### src/rtl/ps2_key_sequencer.sv
// PS/2 keyboard host sequencer: reset handshake, LED update commands and scan-code decode.
// Optional build macro PS2_TYPEMATIC_FILTER_EN suppresses auto-repeat make events.
//
// state    | meaning
// INIT_TX  | send 0xFF reset command
// INIT_ACK | await 0xFA for the reset command
// INIT_BAT | await 0xAA self-test pass
// IDLE     | no command in flight, accepts led_req
// LED_TX   | send 0xED set-LED command
// LED_ACK  | await 0xFA for 0xED
// ARG_TX   | send LED bitmap argument
// ARG_ACK  | await 0xFA for the argument
module ps2_key_sequencer #(
  parameter int unsigned TIMEOUT_CYCLES = 2000000,
  parameter int unsigned MAX_RETRY      = 3
) (
  input  logic       clk,
  input  logic       reset,
  input  logic [7:0] rx_data,
  input  logic       read_data,
  input  logic       busy,
  input  logic       err,
  output logic [7:0] tx_data,
  output logic       write_data,
  input  logic       led_req,
  input  logic [2:0] led_val,
  output logic       key_valid,
  output logic [7:0] key_code,
  output logic       key_ext,
  output logic       key_break,
  output logic       init_done,
  output logic       cmd_busy,
  output logic       cmd_err
);

  typedef enum logic [2:0] {
    INIT_TX, INIT_ACK, INIT_BAT, IDLE, LED_TX, LED_ACK, ARG_TX, ARG_ACK
  } state_t;

  typedef enum logic [1:0] {STEP_REQ, STEP_STROBE, STEP_DRAIN} step_t;

  localparam int          RW        = $clog2(MAX_RETRY + 2);
  localparam logic [RW-1:0] RETRY_MAX = RW'(MAX_RETRY);
  localparam logic [31:0] TO_LAST   = 32'(TIMEOUT_CYCLES - 1);

  state_t        state, state_n;
  step_t         step, step_n;
  logic [RW-1:0] retry_cnt, retry_n;
  logic [31:0]   to_cnt, to_n;
  logic [2:0]    led_lat, led_n;
  logic [7:0]    txd_n;
  logic          wd_n, err_n, done_n;

  logic [7:0] tx_byte;
  state_t     ack_state, resend_state, acked_state;
  logic       is_ack, timed_out, rx_fa, rx_fe, rx_aa;

  assign rx_fa     = read_data && (rx_data == 8'hFA);
  assign rx_fe     = read_data && (rx_data == 8'hFE);
  assign rx_aa     = read_data && (rx_data == 8'hAA);
  assign timed_out = (to_cnt == TO_LAST);
  assign is_ack    = (state == INIT_ACK) || (state == LED_ACK) || (state == ARG_ACK);
  assign cmd_busy  = (state != IDLE);

  // Per-command routing: byte to send, where to wait, where a resend or an ack leads.
  always_comb begin
    tx_byte      = 8'hFF;
    ack_state    = INIT_ACK;
    resend_state = INIT_TX;
    acked_state  = INIT_BAT;
    case (state)
      LED_TX, LED_ACK: begin
        tx_byte      = 8'hED;
        ack_state    = LED_ACK;
        resend_state = LED_TX;
        acked_state  = ARG_TX;
      end
      ARG_TX, ARG_ACK: begin
        tx_byte      = {5'b0, led_lat};
        ack_state    = ARG_ACK;
        resend_state = ARG_TX;
        acked_state  = IDLE;
      end
      default: ;
    endcase
  end

  always_comb begin
    state_n = state;
    step_n  = step;
    retry_n = retry_cnt;
    to_n    = '0;
    led_n   = led_lat;
    wd_n    = 1'b0;
    txd_n   = tx_data;
    err_n   = cmd_err;
    done_n  = init_done;
    case (state)
      INIT_TX, LED_TX, ARG_TX: begin
        if (err) begin
          err_n   = 1'b1;
          state_n = IDLE;
          step_n  = STEP_REQ;
          retry_n = '0;
        end else begin
          case (step)
            STEP_REQ: if (!busy) begin
              wd_n   = 1'b1;
              txd_n  = tx_byte;
              step_n = STEP_STROBE;
            end
            // the interface sees the strobe one edge later, so skip a cycle before watching busy
            STEP_STROBE: step_n = STEP_DRAIN;
            default: if (!busy) begin
              state_n = ack_state;
              step_n  = STEP_REQ;
            end
          endcase
        end
      end
      INIT_ACK, LED_ACK, ARG_ACK: begin
        to_n = to_cnt + 32'd1;
        if (err) begin
          err_n   = 1'b1;
          state_n = IDLE;
          retry_n = '0;
        end else if (rx_fa) begin
          state_n = acked_state;
          retry_n = '0;
          to_n    = '0;
        end else if (rx_fe) begin
          to_n = '0;
          if (retry_cnt == RETRY_MAX) begin
            err_n   = 1'b1;
            state_n = IDLE;
            retry_n = '0;
          end else begin
            state_n = resend_state;
            retry_n = retry_cnt + RW'(1);
          end
        end else if (timed_out) begin
          err_n   = 1'b1;
          state_n = IDLE;
          retry_n = '0;
        end
      end
      INIT_BAT: begin
        to_n = to_cnt + 32'd1;
        if (err || (timed_out && !rx_aa)) begin
          err_n   = 1'b1;
          state_n = IDLE;
        end else if (rx_aa) begin
          done_n  = 1'b1;
          state_n = IDLE;
        end
      end
      default: begin
        if (led_req) begin
          led_n   = led_val;
          state_n = LED_TX;
          step_n  = STEP_REQ;
          retry_n = '0;
        end
      end
    endcase
  end

  always_ff @(posedge clk or negedge reset) begin
    if (!reset) begin
      state      <= INIT_TX;
      step       <= STEP_REQ;
      retry_cnt  <= '0;
      to_cnt     <= '0;
      led_lat    <= 3'b0;
      write_data <= 1'b0;
      tx_data    <= 8'h00;
      cmd_err    <= 1'b0;
      init_done  <= 1'b0;
    end else begin
      state      <= state_n;
      step       <= step_n;
      retry_cnt  <= retry_n;
      to_cnt     <= to_n;
      led_lat    <= led_n;
      write_data <= wd_n;
      tx_data    <= txd_n;
      cmd_err    <= err_n;
      init_done  <= done_n;
    end
  end

  // Replies the command FSM is waiting for are swallowed; everything else is keyboard traffic.
  logic consumed, key_byte, repeat_make, ext_flag, brk_flag;

  assign consumed = read_data &&
                    ((is_ack && (rx_data == 8'hFA || rx_data == 8'hFE)) ||
                     (state == INIT_BAT && rx_data == 8'hAA));
  assign key_byte = read_data && !consumed && (rx_data != 8'hE0) && (rx_data != 8'hF0);

`ifdef PS2_TYPEMATIC_FILTER_EN
  logic [8:0] last_make;
  logic       last_vld;

  assign repeat_make = last_vld && !brk_flag && ({ext_flag, rx_data} == last_make);

  always_ff @(posedge clk or negedge reset) begin
    if (!reset) begin
      last_make <= '0;
      last_vld  <= 1'b0;
    end else if (key_byte) begin
      if (brk_flag) begin
        if ({ext_flag, rx_data} == last_make) last_vld <= 1'b0;
      end else begin
        last_vld  <= 1'b1;
        last_make <= {ext_flag, rx_data};
      end
    end
  end
`else
  assign repeat_make = 1'b0;
`endif

  always_ff @(posedge clk or negedge reset) begin
    if (!reset) begin
      key_valid <= 1'b0;
      key_code  <= 8'h00;
      key_ext   <= 1'b0;
      key_break <= 1'b0;
      ext_flag  <= 1'b0;
      brk_flag  <= 1'b0;
    end else begin
      key_valid <= key_byte && !repeat_make;
      if (read_data && !consumed) begin
        if (rx_data == 8'hE0) begin
          ext_flag <= 1'b1;
        end else if (rx_data == 8'hF0) begin
          brk_flag <= 1'b1;
        end else begin
          ext_flag <= 1'b0;
          brk_flag <= 1'b0;
          if (!repeat_make) begin
            key_code  <= rx_data;
            key_ext   <= ext_flag;
            key_break <= brk_flag;
          end
        end
      end
    end
  end

endmodule

### config.mk
export PLATFORM = sky130hd
export DESIGN_NAME = ps2_key_sequencer
export DESIGN_NICKNAME = d
export VERILOG_FILES = /design/src/rtl/ps2_key_sequencer.sv
export SDC_FILE = /design/constraint.sdc
export NUM_CORES = 1
export LEC_CHECK = 0
export BUFFER_PORTS_ARGS = -buffer_cell sky130_fd_sc_hd__clkbuf_2
export CELL_PAD_IN_SITES_DETAIL_PLACEMENT = 2
export CELL_PAD_IN_SITES_GLOBAL_PLACEMENT = 2
export CORE_AREA = 2 2 96 98
export DETAILED_ROUTE_END_ITERATION = 10
export DIE_AREA = 0 0 98 100
export HOLD_SLACK_MARGIN = 0.06
export PLACE_DENSITY_LB_ADDON = 0.1
export SLEW_MARGIN = 20
export SYNTH_ARGS = -nofsm -noshare
export SYNTH_HDL_FRONTEND = slang
export SYNTH_SLANG_ARGS = --single-unit
export TNS_END_PERCENT = 10
### constraint.sdc
create_clock -name clk -period 2.5 [get_ports clk]
set_clock_uncertainty 0.05 [all_clocks]
set_input_delay 0.125 -clock clk [delete_from_list [all_inputs] [get_ports clk]]
set_output_delay 0.125 -clock clk [all_outputs]
set_load 0.1 [all_outputs]
==> reports/metrics.yaml, run 1 <==
synth:
  synth_ff_type: "dfrtp_1"
  synth_cells: 310
  synth_seq_cells: 64
  syn-mean-instance-area_sq_um: 10.20
  syn_nets: 329
  yosysMostFrequentCell: "dfrtp_1"
  ys_warn_count: 0
  synth_common_cells: "dfrtp_1, nor2_1, nand2_1"
  synth_top_area_share: 0.5063
  yosys.area.top_type: "dfrtp_1"
  synth_cell_types: 51
  synth_edf_count: 0
  ys_top_cells_by_area: "dfrtp_1, xor2_1, nor2_1, mux2_2, nand2_1"
  async_flop_share: 1.000
  seq_area_frac_synth: 0.5063
  synth_area_sq_um: 3163
grt:
  track_usage: 0.1875
  antenna_found_initial: 0
  overflow: 0
  grt_max_degree: 33
  grt_pass1_wl_mm: 14.45
  grt_pass1_vias: 2800
timing:
  worstMarginPinSlew_ns: 0.6832
  fin_crit_sh: 0.8988
  period_minus_slack_ns: 2.247
  maxSlewViolCount: 0
  max_slew_margin: 0.5445
  hold_viol: 0
  max_freq_ghz: 0.4450
  setup_tns_ns: 0
  setup_viol: 0
  rsz0062_at_grt: "no"
setup_path:
  path_cells: "nor2b_1 -> a2111oi_0 -> nand2b_1 -> a2bb2oi_1 -> mux2_2"
  critical_path.startpoint_type: "flop"
  cp_max_fo: 8
  arrival_ns: 2.44
  cp_top_family: "compound AO/OA/AOI/OAI gates"
  crit_slowest_cell: "a2111oi_0"
  required_ns: 2.69
  crit_type: "flop to flop"
  slowest_delay_ns: 0.58
  cp.buffers_inverters: 0
  cp-end-kind: "flop"
floorplan:
  die_area_sq_um: 9800
  io_pins: 40
  core_area_sq_um: 8890
  rows: 35
  initial_core_util: 0.3558
  fp.dieW_um: 98
  die_y_um: 100
layout:
  nets: 387
  multiInputGateArea_sq_um: 1463
  seq_area_sq_um: 1602
  fillers: 968
  areaGrowthSynthToFinish_pct: 20.89
  antennaDiodeCount: 0
  final_layout_size_suffix_gt1_frac: 0.2332
clocking:
  clkSinkCount: 64
  cts.clk_slew.worst_paths_ns: 0.08
  cts_tree: "built"
  htree_levels: 3
  cts_resized: 0
  cts-buffers-inserted: 9
  clkLatencyLatePin_ns: 0.35
  clock_path_buffers: 2
  cts_root_buf: "clkbuf_8"
worst_hold_path:
  hp-class: "primary input to flop"
pwr:
  p_per_area_nw_per_um2: 992.5
  irDropWorstVdd_uv: 302.5
  p_total_mw: 3.795
  p_leak_nw: 1.709
routing:
  dr.pass1.iters: 6
  drc: 0
  wl_per_cell_um: 17.26
  via_per_inst: 5.196
  drt-total-wl_mm: 8.353
  dr_total_vias: 2515
  drtIter0Drc: 62
  postRouteAntennaNets: 0
run_status:
  outcome: "complete, no violations"
place:
  place_congestion: 0.7470
  dp_hpwl_mm: 6.057
  port_buffers: 39
flow_run:
  maxCapViolations: 0
==> area by class of cell <==
class | count | share of cell area
Sequential cell | 64 | 0.4188
Multi-Input combinational cell | 223 | 0.3825
Timing Repair Buffer | 59 | 0.09751
Tap cell | 111 | 0.03632
Clock buffer | 10 | 0.03599
Clock inverter | 6 | 0.01800
Inverter | 11 | 0.01080
==> metrics by stage <==
stage | instance area (sq um) | instances | setup WS (ns) | hold slack (ns) | util
after floorplan | 3163 | 310 | 0.5329 | -0.2206 | -
after global placement | 3507 | 457 | 0.3901 | 0.1494 | 0.3945
after detailed placement | 3507 | 457 | 0.3126 | 0.1556 | 0.3945
after CTS | 3824 | 484 | 0.2516 | 0.06594 | 0.4301
after global routing | 3824 | 484 | 0.1357 | 0.08153 | 0.4301
final | 3824 | 484 | 0.2529 | 0.07733 | 0.4301
==> sequential cells by signal, summed over array words and instances, names as in the netlist, 2 cells and up <==
signal     flops
to_cnt        32
tx_data        5
led_lat        3
key_code       8
step           2
retry_cnt      3
state          3
==> cell usage in the layout, fill, tap and decap left out, types with 3 or more instances in the layout <==
cell           netlist  final
o31ai_1              3      3
nand2b_1             3      3
a22o_1               6      6
o21a_1               3      3
a31oi_1              3      3
o21ai_0              8      8
and3_1               4      4
or3_1                4      4
clkinvlp_4           0      4
dfrtp_1             64     64
inv_1               10     10
xnor2_1              6      6
dlygate4sd3_1        0     11
nor2b_1              3      3
nand2_1             24     24
nor2_1              42     42
nor3_1               4      4
mux2_2              12     12
clkbuf_8             0     10
nor4_1               3      3
nand4_1              9      9
nand3_1             16     16
a21oi_1             10      9
xor2_1              20     20
clkbuf_2             0     39
buf_4                4      9
==> path summary, 6_finish.rpt <==
kind,cells past startpoint,slack [ns],endpoint,from
max,5,0.25,state[0]$_DFFE_PN0P_,state[1]$_DFFE_PN0P_
min,2,0.08,key_code[2]$_DFFE_PN0P_,rx_data[2]
max reg2reg,5,0.25,state[0]$_DFFE_PN0P_,state[1]$_DFFE_PN0P_
min reg2reg,1,0.42,cmd_err$_DFFE_PN0P_,cmd_err$_DFFE_PN0P_
max in group asynchronous,3,1.35,to_cnt[24]$_DFF_PN0_,reset
min in group asynchronous,2,0.30,tx_data[2]$_DFFE_PN0P_,reset
==> metal layers <==
metal | global-route usage | vias to the layer above | routed length [um]
li1 | - | 1215 | -
met1 | 0.2365 | 1266 | 3713
met2 | 0.3251 | 30 | 4381
met3 | 0.04248 | 4 | 204
met4 | 0.05235 | 0 | 55
met5 | 0 | - | 0
==> power by group <==
part           switching, mW  leakage [nW]  internal [mW]
registers              0.128         0.826           1.17
clock network          0.434        0.0907          0.488
logic                   1.21         0.792          0.365
total                   1.77          1.71           2.03
==> cell families after synthesis <==
logic type,Yosys count,synth area share
and+or+nand+nor,134,0.2302
DFF,64,0.5063
xor gates and xnor gates,26,0.07199
adders and majority gates,2,0.007910
AOI/OAI and AO/OA,47,0.1021
buffers and inverters,23,0.03244
muxes,14,0.04905
==> what timing repair did <==
item | 4_1_cts | 5_1_grt
hold buffers | 11 | 0
hold endpoints to repair | 36 | 0
setup buffers | 0 | 0
Note: power is estimated with default switching activity, not from simulation.
==> run 2, diff against run 1 <==
==> constraint.sdc (replaced) <==
create_clock -name clk -period 2.3 [get_ports clk]
set_clock_uncertainty 0.05 [all_clocks]
set_input_delay 0.115 -clock clk [delete_from_list [all_inputs] [get_ports clk]]
set_output_delay 0.115 -clock clk [all_outputs]
set_load 0.1 [all_outputs]
==> run 2 against run 1 <==
Against the previous run: first-iteration DRC count fell by 37%; clock power increased by 6.8%; combinational power rose by 9.6%; via count is 1.2% higher; critical path type is now primary input to flop; highest routed layer unchanged.
==> reports/metrics.yaml, run 2 (synthesized netlist as in run 1, its figures left out) <==
floorplan:
  die_area_sq_um: 9800  # unchanged
  core_area_sq_um: 8890  # unchanged
  die_y_um: 100  # unchanged
  fp.dieW_um: 98  # unchanged
  initial_core_util: 0.3558  # unchanged
  rows: 35  # unchanged
  io_pins: 40  # unchanged
routing:
  wl_per_cell_um: 16.86  # -2.3%
  drt-total-wl_mm: 8.195  # -1.9%
  dr.pass1.iters: 4  # -2
  dr_total_vias: 2544  # +1.2%
  drtIter0Drc: 39  # -37%
  via_per_inst: 5.235  # +0.74%
  postRouteAntennaNets: 0  # unchanged
  drc: 0  # unchanged
timing:
  max_slew_margin: 0.4423  # -0.1022
  worstMarginPinSlew_ns: 0.8365  # +0.1533 ns
  period_minus_slack_ns: 2.116
  post-route-worst-setup-slack_ns: 0.1837  # -0.06926 ns
  setup_viol: 0  # unchanged
  fin_crit_sh: 0.9202
  maxSlewViolCount: 0  # unchanged
  setup_tns_ns: 0  # unchanged
  max_freq_ghz: 0.4725
  hold_viol: 0  # unchanged
  hold_ws_ns: 0.08671  # +0.009378 ns
  rsz0062_at_grt: "no"
setup_path:
  crit_type: "primary input to flop"
  critical_path.startpoint_type: "primary input"
  cp-end-kind: "flop"
  required_ns: 2.47  # -0.22 ns
  cp_max_fo: 6  # -2
  arrival_ns: 2.29  # -0.15 ns
pwr:
  p_leak_nw: 1.727  # +1.1%
  p_total_mw: 4.126  # +8.7%
  irDropWorstVdd_uv: 471.9  # +56%
  p_per_area_nw_per_um2: 1075  # +8.3%
clocking:
  clkSinkCount: 64  # unchanged
  cts-buffers-inserted: 9  # unchanged
  cts_tree: "built"
  clkLatencyLatePin_ns: 0.34  # about the same
  post_cts.repair.setup_buffers: 0  # unchanged
  htree_levels: 3  # unchanged
  clock_path_buffers: 2  # unchanged
  cts.clk_slew.worst_paths_ns: 0.08  # about the same
  cts_root_buf: "clkbuf_8"
layout:
  nets: 389  # +0.52%
  layout_common_cells: "dfrtp_1, nor2_1, clkbuf_2"
  final_layout_size_suffix_gt1_frac: 0.2373  # +0.004089
  antennaDiodeCount: 0  # unchanged
  areaGrowthSynthToFinish_pct: 21.40
  largest_reg_flops: 32  # unchanged
  stdcell_area_sq_um: 3840  # +0.43%
  top_regs: "to_cnt: 32 flops, key_code: 8 flops, tx_data: 5 flops"
  top_register: "to_cnt"
  final_common_cell: "dfrtp_1"
place:
  dp_hpwl_mm: 5.646  # -6.8%
  preCtsSetupSlack_ns: 0.1326  # -0.1800 ns
  place_congestion: 0.7706  # +3.2%
  port_buffers: 39  # unchanged
  place_area_sq_um: 3515  # +0.21%
flow_run:
  maxCapViolations: 0  # unchanged
grt:
  grt_pass1_wl_mm: 13.95  # -3.4%
  grt_pass1_vias: 2806  # +0.21%
  grt_max_degree: 65  # +97%
  antenna_found_initial: 0  # unchanged
  track_usage: 0.1790  # -0.008510
  overflow: 0  # unchanged
run_status:
  outcome: "complete, no violations"
worst_hold_path:
  hp-class: "primary input to flop"
## run 2: what timing repair did
item,in CTS,in global routing
setup endpoints to repair,0,2
gates resized for setup,0,3
hold buffers,12,0
endpoints found under the hold margin,75,0
## run 2: power by group
part	internal, mW	total, mW	leakage [nW]	switching, mW
combinational	0.402	1.72	0.802	1.32
clock	0.529	0.985	0.0993	0.456
sequential	1.28	1.42	0.825	0.144
total	2.21	4.13	1.73	1.92
## run 2: critical path: stages
cell           delay, ns
dlygate4sd3_1       0.53
clkbuf_2            0.15
and4b_1             0.29
a211oi_1            0.44
a211oi_1            0.11
a2bb2oi_1           0.27
mux2_2              0.37
## run 2: through the flow
step | std cells | util
floorplan | 310 | -
global placement | 458 | 0.3954
detailed placement | 458 | 0.3954
CTS | 486 | 0.4311
global route | 486 | 0.4319
finish | 486 | 0.4319
## run 2: area by class of cell
class	instances	area (sq um)
well taps	111	138.9
inverters	11	41.29
clock buffers	11	141.4
multi-input cells	223	1469
repair buffers	61	390.4
clock inverters	5	56.30
fillers	992	5050
flip-flops and latches	64	1603
## run 2: layer usage
layer,up-vias,global-route usage,wire length (um)
li1,1216,-,-
met1,1295,0.2259,3767
met2,25,0.3082,4111
met3,8,0.04039,204
met4,0,0.05449,112
met5,-,0,0
## run 2: worst paths after layout
check | start | endpoint | slack (ns) | cells after the start
max | read_data | state[0]$_DFFE_PN0P_ | 0.18 | 7
max reg2reg | state[0]$_DFFE_PN0P_ | state[0]$_DFFE_PN0P_ | 0.20 | 5
min | rx_data[2] | key_code[2]$_DFFE_PN0P_ | 0.09 | 2
min reg2reg | cmd_err$_DFFE_PN0P_ | cmd_err$_DFFE_PN0P_ | 0.41 | 1
max in group asynchronous | reset | state[2]$_DFFE_PN0P_ | 1.17 | 3
min in group asynchronous | reset | step[1]$_DFFE_PN0P_ | 0.44 | 3
==> run 3, diff against run 2 <==
--- a/config.mk
+++ b/config.mk
@@ -9,6 +9,7 @@
 export CELL_PAD_IN_SITES_DETAIL_PLACEMENT = 2
 export CELL_PAD_IN_SITES_GLOBAL_PLACEMENT = 2
 export CORE_AREA = 2 2 96 98
+export CTS_CLUSTER_SIZE = 28
 export DETAILED_ROUTE_END_ITERATION = 10
 export DIE_AREA = 0 0 98 100
 export HOLD_SLACK_MARGIN = 0.06
==> constraint.sdc (replaced) <==
create_clock -name clk -period 2.2 [get_ports clk]
set_clock_uncertainty 0.05 [all_clocks]
set_input_delay 0.11 -clock clk [delete_from_list [all_inputs] [get_ports clk]]
set_output_delay 0.11 -clock clk [all_outputs]
set_load 0.1 [all_outputs]
==> run 3 against run 2 <==
Against the previous run: critical path depth is the same; global-route usage is 0.88 points higher; first-iteration DRC count up 18%; cell count up 1.9%.
==> reports/metrics.yaml, run 3 (synthesized netlist as in run 1, its figures left out) <==
grt:
  grt_pass1_wl_mm: 14.64  # +4.9%
  grt_pass1_vias: 2906  # +3.6%
  overflow: 0  # unchanged
  grt_max_degree: 65  # unchanged
  antenna_found_initial: 0  # unchanged
  track_usage: 0.1878  # +0.008846
timing:
  maxSlewViolCount: 0  # unchanged
  fin_crit_sh: 0.9780
  max_slew_margin: 0.4431  # +0.0008150
  setup_viol: 0  # unchanged
  rsz0062_at_grt: "no"
  period_minus_slack_ns: 2.152
  hold_viol: 0  # unchanged
  max_freq_ghz: 0.4648
  setup_tns_ns: 0  # unchanged
  worstMarginPinSlew_ns: 0.8353  # -0.001223 ns
setup_path:
  arrival_ns: 2.33  # +0.04 ns
  cp_top_family: "compound AO/OA/AOI/OAI gates"
  critical_path.startpoint_type: "primary input"
  crit_type: "primary input to flop"
  endpoint: "state[0]$_DFFE_PN0P_"
  required_ns: 2.38  # -0.09 ns
  startpoint: "read_data"
  cp_max_fo: 6  # unchanged
  cp-end-kind: "flop"
  reg2regPathDepth: 6  # +1
  path_common_cell: "a211oi_1"
  r2r-end: "state[0]$_DFFE_PN0P_"
  r2r_slack_ns: 0.14  # -0.06 ns
  worstSetupPathDepth: 7  # unchanged
  crit_slowest_cell: "dlygate4sd3_1"
  r2r_start: "to_cnt[0]$_DFF_PN0_"
  cp.buffers_inverters: 2  # unchanged
  path_cells: "dlygate4sd3_1 -> clkbuf_2 -> and4b_1 -> a211oi_1 -> a211oi_1 -> a2bb2oi_1 -> mux2_2"
  slowest_delay_ns: 0.53  # about the same
clocking:
  clkLatencyLatePin_ns: 0.35  # about the same
  htree_levels: 3  # unchanged
  cts.clk_slew.worst_paths_ns: 0.07  # about the same
  cts_tree: "built"
  post_cts.repair.setup_buffers: 0  # unchanged
  clkSinkCount: 64  # unchanged
  cts-buffers-inserted: 9  # unchanged
  clock_path_buffers: 2  # unchanged
  cts_root_buf: "clkbuf_8"
floorplan:
  io_pins: 40  # unchanged
  die_y_um: 100  # unchanged
  initial_core_util: 0.3558  # unchanged
  core_area_sq_um: 8890  # unchanged
  fp.dieW_um: 98  # unchanged
  die_area_sq_um: 9800  # unchanged
  rows: 35  # unchanged
worst_hold_path:
  whs_path_depth: 5  # +3
  hp-class: "primary input to flop"
layout:
  areaGrowthSynthToFinish_pct: 24.09
  fillers: 956  # -3.6%
  layout_common_cells: "dfrtp_1, nor2_1, clkbuf_2"
  largest_reg_flops: 32  # unchanged
  fin_util: 0.4415  # +0.009571
  top_register: "to_cnt"
  final_layout_size_suffix_gt1_frac: 0.2474  # +0.01006
  nets: 398  # +2.3%
  final_common_cell: "dfrtp_1"
  antennaDiodeCount: 0  # unchanged
  top_regs: "to_cnt: 32 flops, key_code: 8 flops, tx_data: 5 flops"
pwr:
  p_sw_mw: 1.988  # +3.6%
  irDropWorstVdd_uv: 431.0  # -8.7%
  p_int_mw: 2.367  # +7.3%
  share_seq_of_total_power: 0.336  # -0.008
  comb_power_share: 0.426  # +0.009
  switching_share: 0.4565  # -0.008808
  clock_power_share: 0.238  # about the same
  p_per_area_nw_per_um2: 1110  # +3.3%
  p_leak_nw: 1.777  # +2.9%
flow_run:
  maxCapViolations: 0  # unchanged
routing:
  dr.pass1.iters: 4  # unchanged
  drt-total-wl_mm: 8.395  # +2.4%
  dr_total_vias: 2583  # +1.5%
  wl_per_cell_um: 16.96  # +0.58%
  drc: 0  # unchanged
  via_per_inst: 5.218  # -0.31%
  drtIter0Drc: 46  # +18%
  postRouteAntennaNets: 0  # unchanged
place:
  place_congestion: 0.7578  # -1.7%
  dp_hpwl_mm: 5.981  # +5.9%
  port_buffers: 39  # unchanged
run_status:
  outcome: "complete, no violations"
[run 3: cell types whose count changed in the layout (fill, tap and decap cells not counted), sizes merged]
cell,previous run,this run
dlygate4sd3,12,14
clkinvlp,1,0
buf,10,17
clkbuf,50,52
clkinv,3,2
[run 3: worst min-delay path, cell delays in order]
cell and delay, ns:
clkbuf_2 0.10, inv_1 0.06, nor2_1 0.08, o211ai_1 0.10, o41ai_1 0.08
[run 3: how the worst min path moves through the flow]
stage	to	slack, ns	from
finish	step[1]$_DFFE_PN0P_	0.18	busy
global route	init_done$_DFFE_PN0P_	0.20	err
global placement	tx_data[1]$_DFFE_PN0P_	0.30	reset
CTS	init_done$_DFFE_PN0P_	0.15	err
detailed placement	led_lat[2]$_DFFE_PN0P_	0.30	led_val[2]
floorplan	brk_flag$_DFFE_PN0P_	-0.24	reset
[run 3: through the flow]
| stage | total power, mW | area (sq um) | hold WS [ns] | instances | setup WS (ns) |
|---|---|---|---|---|---|
| global placement | 3.288 | 3580 | 0.2975 | 465 | 0.1152 |
| CTS | 4.419 | 3920 | 0.1485 | 495 | 0.03546 |
| finish | 4.355 | 3925 | 0.1771 | 495 | 0.04838 |
| detailed placement | 3.328 | 3580 | 0.2989 | 465 | 0.04817 |
| floorplan | 2.894 | 3163 | -0.2356 | 310 | 0.2329 |
| global route | 4.609 | 3925 | 0.1990 | 495 | 0.01196 |
[run 3: layout make-up]
| class | instances | area [sq um] | area share |
|---|---|---|---|
| flip-flops and latches | 64 | 1602 | 0.4080 |
| well taps | 111 | 138.9 | 0.03538 |
| clock buffers | 13 | 158.9 | 0.04048 |
| inverters | 11 | 41.29 | 0.01052 |
| clock inverters | 3 | 40.04 | 0.01020 |
| repair buffers | 70 | 475.5 | 0.1211 |
| multi-input cells | 223 | 1469 | 0.3742 |
[run 3: per-layer routing]
layer / share of wire / vias up / global-route usage
met2: 0.51 / 33 / 0.3209
met5: 0 / - / 0
met1: 0.45 / 1309 / 0.2397
met3: 0.024 / 14 / 0.03412
met4: 0.018 / 0 / 0.06838
li1: - / 1227 / -
[run 3: repair_timing]
action | 4_1_cts | 5_1_grt
setup endpoints to repair | 1 | 5
hold buffers | 14 | 0
resized for setup | 1 | 2
endpoints found under the hold margin | 77 | 0
[run 3: power groups by stage]
stage | Sequential (mW) | Clock [mW] | Combinational (mW)
after detailed placement | 1.49 | 0 | 1.84
after global placement | 1.47 | 0 | 1.82
after CTS | 1.46 | 1.08 | 1.88
final | 1.46 | 1.04 | 1.86
after global routing | 1.49 | 1.12 | 2.00
after floorplan | 1.92 | 0 | 0.976
